[config.mk]
export PLATFORM = sky130hd
export DESIGN_NAME = reg_bus_arb
export DESIGN_NICKNAME = d
export VERILOG_FILES = /design/src/rtl/reg_bus_pkg.sv /design/src/rtl/reg_crc8.sv /design/src/rtl/reg_bus_arb.sv
export SDC_FILE = /design/constraint.sdc
export NUM_CORES = 1
export LEC_CHECK = 0
export CAP_MARGIN = 20
export CORE_MARGIN = 2
export CORE_UTILIZATION = 26
export CTS_CLUSTER_DIAMETER = 50
export DETAILED_ROUTE_END_ITERATION = 12
export SLEW_MARGIN = 10
export SYNTH_ARGS = -nofsm -noshare
export SYNTH_HDL_FRONTEND = slang
export SYNTH_SLANG_ARGS = --single-unit
[constraint.sdc]
create_clock -name i_clk -period 2.7 [get_ports i_clk]
set_clock_uncertainty 0.1 [all_clocks]
set_input_delay 0.54 -clock i_clk [delete_from_list [all_inputs] [get_ports i_clk]]
set_output_delay 0.54 -clock i_clk [all_outputs]
set_load 0.01 [all_outputs]
[src/rtl/reg_bus_pkg.sv]
// Shared types and CRC helper for the register-bus arbiter.
// crc8 is MSB-first, right-aligned input of nbits bits.
package reg_bus_pkg;

    typedef enum logic [1:0] {
        ST_IDLE   = 2'd0,
        ST_ACCESS = 2'd1,
        ST_RESP   = 2'd2
    } state_e;

    localparam logic [7:0] CRC8_POLY = 8'h07;
    localparam logic [7:0] CRC8_INIT = 8'h00;

    function automatic logic [7:0] crc8(
        input logic [63:0] data,
        input int          nbits
    );
        logic [7:0] c;
        logic       fb;
        c = CRC8_INIT;
        for (int i = 63; i >= 0; i--) begin
            if (i < nbits) begin
                fb = c[7] ^ data[i];
                c  = {c[6:0], 1'b0} ^ (fb ? CRC8_POLY : 8'h00);
            end
        end
        return c;
    endfunction

endpackage

[src/rtl/reg_crc8.sv]
// Combinational crc8 over an N-bit message, widened/narrowed to CRC_W.
// Used for both the write-request check and the read-return check.
module reg_crc8
    import reg_bus_pkg::*;
#(
    parameter int N     = 16,
    parameter int CRC_W = 8
) (
    input  logic [N-1:0]     i_data,
    output logic [CRC_W-1:0] o_crc
);

    logic [63:0] data_ext;
    logic [7:0]  crc;

    always_comb begin
        data_ext = 64'(i_data);
        crc      = crc8(data_ext, N);
        o_crc    = CRC_W'(crc);
    end

endmodule

[src/rtl/reg_bus_arb.sv]
// Two-requester round-robin arbiter onto a CRC-protected register bank.
// One access per IDLE -> ACCESS -> RESP round trip.
module reg_bus_arb
    import reg_bus_pkg::*;
#(
    parameter int DW    = 8,
    parameter int AW    = 8,
    parameter int CRC_W = 8
) (
    input  logic               i_clk,
    input  logic               i_rst_n,
    input  logic [1:0]         i_req_vld,
    input  logic [1:0]         i_req_wr,
    input  logic [2*AW-1:0]    i_req_addr,
    input  logic [2*DW-1:0]    i_req_wdata,
    input  logic [2*CRC_W-1:0] i_req_crc,
    output logic [1:0]         o_req_rdy,
    output logic [1:0]         o_rsp_vld,
    output logic [DW-1:0]      o_rsp_rdata,
    output logic               o_rsp_err,
    input  logic [1:0]         i_rsp_rdy,
    output logic               o_wen,
    output logic               o_ren,
    output logic [AW-1:0]      o_addr,
    output logic [DW-1:0]      o_wdata,
    output logic [CRC_W-1:0]   o_crc_data,
    input  logic [DW-1:0]      i_rdata,
    input  logic [CRC_W-1:0]   i_rcrc
);

    state_e             state_q, state_d;
    logic               last_q, last_d;
    logic               cap_wr_q, cap_wr_d;
    logic               cap_idx_q, cap_idx_d;
    logic [AW-1:0]      cap_addr_q, cap_addr_d;
    logic [DW-1:0]      cap_wdata_q, cap_wdata_d;
    logic [CRC_W-1:0]   cap_crc_q, cap_crc_d;
    logic [DW-1:0]      rdata_q, rdata_d;
    logic               err_q, err_d;

    logic               gnt_idx;
    logic [1:0]         gnt_oh;
    logic               wr_ok;
    logic [CRC_W-1:0]   wcrc_calc;
    logic [CRC_W-1:0]   rcrc_calc;

    reg_crc8 #(.N(AW + DW), .CRC_W(CRC_W)) u_wcrc (
        .i_data ({cap_addr_q, cap_wdata_q}),
        .o_crc  (wcrc_calc)
    );

    reg_crc8 #(.N(AW + DW), .CRC_W(CRC_W)) u_rcrc (
        .i_data ({cap_addr_q, i_rdata}),
        .o_crc  (rcrc_calc)
    );

    assign wr_ok = (wcrc_calc == cap_crc_q);

    // With both valid, the one not granted last wins.
    always_comb begin
        gnt_idx = (i_req_vld == 2'b11) ? ~last_q : i_req_vld[1];
        gnt_oh  = gnt_idx ? 2'b10 : 2'b01;
    end

    always_comb begin
        state_d     = state_q;
        last_d      = last_q;
        cap_wr_d    = cap_wr_q;
        cap_idx_d   = cap_idx_q;
        cap_addr_d  = cap_addr_q;
        cap_wdata_d = cap_wdata_q;
        cap_crc_d   = cap_crc_q;
        rdata_d     = rdata_q;
        err_d       = err_q;
        o_req_rdy   = 2'b00;
        o_rsp_vld   = 2'b00;
        o_rsp_rdata = '0;
        o_rsp_err   = 1'b0;
        o_wen       = 1'b0;
        o_ren       = 1'b0;
        o_addr      = '0;
        o_wdata     = '0;
        o_crc_data  = '0;

        unique case (state_q)
            ST_IDLE: begin
                // Reset gating keeps rdy low while reset is held.
                o_req_rdy = (gnt_oh & i_req_vld) & {2{i_rst_n}};
                if (|o_req_rdy) begin
                    state_d     = ST_ACCESS;
                    last_d      = gnt_idx;
                    cap_idx_d   = gnt_idx;
                    cap_wr_d    = gnt_idx ? i_req_wr[1] : i_req_wr[0];
                    cap_addr_d  = gnt_idx ? i_req_addr[2*AW-1:AW]
                                          : i_req_addr[AW-1:0];
                    cap_wdata_d = gnt_idx ? i_req_wdata[2*DW-1:DW]
                                          : i_req_wdata[DW-1:0];
                    cap_crc_d   = gnt_idx ? i_req_crc[2*CRC_W-1:CRC_W]
                                          : i_req_crc[CRC_W-1:0];
                end
            end
            ST_ACCESS: begin
                o_addr     = cap_addr_q;
                o_wdata    = cap_wdata_q;
                o_crc_data = cap_crc_q;
                o_wen      = cap_wr_q & wr_ok;
                o_ren      = ~cap_wr_q;
                rdata_d    = cap_wr_q ? '0 : i_rdata;
                err_d      = cap_wr_q ? ~wr_ok : (i_rcrc != rcrc_calc);
                state_d    = ST_RESP;
            end
            ST_RESP: begin
                o_rsp_vld   = cap_idx_q ? 2'b10 : 2'b01;
                o_rsp_rdata = rdata_q;
                o_rsp_err   = err_q;
                if (i_rsp_rdy[cap_idx_q]) begin
                    state_d = ST_IDLE;
                end
            end
            default: begin
                state_d = ST_IDLE;
            end
        endcase
    end

    always_ff @(posedge i_clk or negedge i_rst_n) begin
        if (!i_rst_n) begin
            state_q     <= ST_IDLE;
            last_q      <= 1'b1;
            cap_wr_q    <= 1'b0;
            cap_idx_q   <= 1'b0;
            cap_addr_q  <= '0;
            cap_wdata_q <= '0;
            cap_crc_q   <= '0;
            rdata_q     <= '0;
            err_q       <= 1'b0;
        end else begin
            state_q     <= state_d;
            last_q      <= last_d;
            cap_wr_q    <= cap_wr_d;
            cap_idx_q   <= cap_idx_d;
            cap_addr_q  <= cap_addr_d;
            cap_wdata_q <= cap_wdata_d;
            cap_crc_q   <= cap_crc_d;
            rdata_q     <= rdata_d;
            err_q       <= err_d;
        end
    end

endmodule

==> results_dict.tcl <==
set metrics [dict create \
    status "finished, violations left" \
    violations "negative setup slack" \
    stdcell_area_sq_um 4870 \
    cts_sinks 38 \
    wl_um 8370 \
    required_ns 2.06 \
    critPathMostFrequentCell "buf_6" \
    ys_types 37 \
    postSynth.asyncResetShare_pct 100 \
    finalCritPeriodShare_pct 107 \
    grt.overflow.total 0 \
    dp_hpwl_um 6460 \
    place_congestion 0.774 \
    fin_tns_setup_ns -0.225 \
    crit_family "XOR/XNOR gates" \
    synth_warnings 0 \
    maxCapViolations 0 \
    cp.arrival_ns 2.25 \
    internal_power_mw 5.02 \
    synth-compound-area-share_pct 6.04 \
    leakage_nw 2.18 \
    synth-simple-area-share_pct 20.9 \
    synth_seq_cells 38 \
    total_power_mw 7.99 \
    grt_pass1_vias 2654 \
    grt_usage_pct 14.3 \
    synth_edf_count 0 \
    setup_viol 2 \
    clockBufferDepth 2 \
    drt_iter0_markers 79 \
    synthXorXnorAreaFrac_pct 26.7 \
    die_w_um 110 \
    first_pass_iters 4 \
    n_antenna_cell 0 \
    synth_top_family_by_area "XOR/XNOR gates" \
    rows 38 \
    max-vdd-ir-drop_mv 0.930 \
    drc 0 \
    syn_area_sq_um 2900 \
    slew_headroom_pct 66.6 \
    clock.fmax_mhz 346 \
    grt_max_degree 52 \
    cp.buffers_inverters 2 \
    io_buffers 110 \
    synthCells 298 \
    cts_max_level 2 \
    synth_area_leaders "dfrtp_1 32%, mux2i_1 10%, xnor2_1 10%" \
    root_buffer "clkbuf_8" \
    criticalPathCategory "reg2out" \
    power.share.clock_pct 6.3 \
    critical-path-max-stage-delay_ns 0.46 \
    worst_slack_ns -0.189 \
    grt_first_pass_wirelength_um 13000 \
    swShare_pct 37.2 \
    p_per_area_nw_per_um2 1640 \
    synth_fa_ha_area_share_pct 0 \
    dp_slack_ns -0.401 \
    viasPerCell 4.27 \
    clk_pin_slew_ns 0.08 \
    synth_top_area_share_pct 31.9 \
    clock_latency_ns 0.29 \
    area_delta_synth_final_pct 67.9 \
    synthTopCellsByCount "46 x nand2_1, 37 x dfrtp_1, 35 x and2_1, 34 x xnor2_1, 30 x mux2i_1" \
    synth_area_per_cell_sq_um 9.73 \
    initial_utilization_pct 26.7 \
    routedWlPerCell_um 14.1 \
    syn-num-nets 370 \
    rrSetupSlack_ns -0.04 \
    hold_class "in2async" \
    cp-end-kind "output pin" \
    cp_max_fo 5 \
    drive_gt1_share_pct 22.6 \
    ff2ff_path_depth 14 \
    pwr-share-comb_pct 79.6 \
    worst_pin_slew_ns 0.502 \
    placed_area_sq_um 4440 \
    slew_viol_final 0 \
    die-area_sq_um 12000 \
    antenna_found_initial 0 \
    cts-buffers-inserted 5 \
    ys_seq_area_share_pct 32.8 \
    finalHoldWorstSlack_ns 0.214 \
    boundaryPins 111 \
    rr_endpoint "err_q" \
    power.switching_mw 2.97 \
    synth.area.mux_share_pct 10.4 \
    die_h_um 110 \
    core_area_sq_um 10800 \
    slowest_stage "dfrtp_2" \
    r2r_start "cap_addr_q[7]" \
    rsz0062_at_grt "true" \
    synth_most_common_cell "nand2_1" \
    vias 2543 \
    min_period_ns 2.89 \
    p_seq_share_pct 14.1 \
    nets 527 \
    antenna_left 0 \
    synth_largest_area_cell "dfrtp_1" \
    hold_violations 0 \
    start_kind "register" \
    cts_tree "built" \
    worstPathCellList "buf_6 -> xnor3_2 -> xnor2_1 -> xnor2_2 -> nand3_1 -> nor4_1 -> and3_1 -> buf_6" \
    yosys_most_used_dff "dfrtp_1" \
]
-- state kept, by name, summed over array words and instances (netlist names) --
| name | flops |
|---|---|
| rdata_q | 8 |
| cap_addr_q | 8 |
| last_q | 1 |
| cap_crc_q | 8 |
| cap_idx_q | 1 |
| err_q | 1 |
| cap_wdata_q | 8 |
| state_q | 2 |
| cap_wr_q | 1 |
-- routing by layer --
layer  global-route usage, %  vias to the layer above  wire length, um
li1                        -                     1290                -
met1                    16.3                     1162             3570
met2                    25.7                       80             4140
met3                    4.09                       11              479
met4                    4.61                        0              182
met5                       0                        -                0
-- worst reg2reg max path: cells and delay by family, from the launching register on --
kind,cells,cell delay [ns]
and+or+nand+nor,1,0.30
AOI/OAI and AO/OA,2,0.19
xor gates and xnor gates,3,0.72
DFF,1,0.46
buffers and inverters,8,0.81
-- repair_timing --
item,in CTS,in global routing
pin swaps,11,9
gates resized for setup,19,16
hold buffers,0,0
buffers inserted,12,4
endpoints found under the setup margin,1,3
-- layout by cell type (no fill, tap or decap), types with 4 or more instances in the layout --
cell type and count:
xnor3_1 8, mux2i_1 29, buf_6 5, o21ai_0 26
nand2_1 46, xnor2_1 25, dfrtp_2 5, clkbuf_8 6
and2_1 35, buf_4 52, clkdlybuf4s50_1 107, xor2_1 7
nand3b_1 9, dfrtp_1 32, nand3_1 4, xnor2_2 12
-- power groups by stage --
stage          clock [mW]  combinational [mW]  sequential [mW]
2_1_floorplan           0                3.15             1.01
3_3_place_gp            0                4.51             1.08
3_5_place_dp            0                4.65             1.09
4_1_cts             0.518                5.73             1.12
5_1_grt             0.539                6.83             1.17
6_report            0.501                6.36             1.13
-- worst max path at each step --
stage,start,end,slack [ns],depth (start not counted)
final,cap_addr_q[7],o_wen,-0.19,8
after global routing,cap_addr_q[7],o_wen,-0.36,8
after CTS,cap_addr_q[1],o_wen,-0.21,8
after detailed placement,cap_addr_q[0],o_wen,-0.40,7
after global placement,cap_addr_q[0],o_wen,-0.26,7
after floorplan,cap_addr_q[6],o_wen,0.19,7
-- through the flow --
step,cells,utilization [%]
after floorplan,298,-
after global placement,572,41.0
after detailed placement,572,41.0
after CTS,591,43.8
after global routing,595,44.9
final,595,44.9
-- cell families (layout without fill, tap and decap cells) --
family          after synthesis  after routing
compound gates               31             31
flops                        38             38
buf+inv                      21            178
xor+xnor                     63             63
simple gates                115            115
mux                          30             30
-- area by class of cell --
type / instances / area (sq um)
timing repair buffer: 169 / 1600
sequential: 38 / 958
clock inverter: 1 / 30.0
fill: 1051 / 5970
tap: 140 / 175
multi-input combinational: 239 / 2020
inverter: 2 / 7.51
clock buffer: 6 / 82.6
Power figures use the tool's default switching activity.
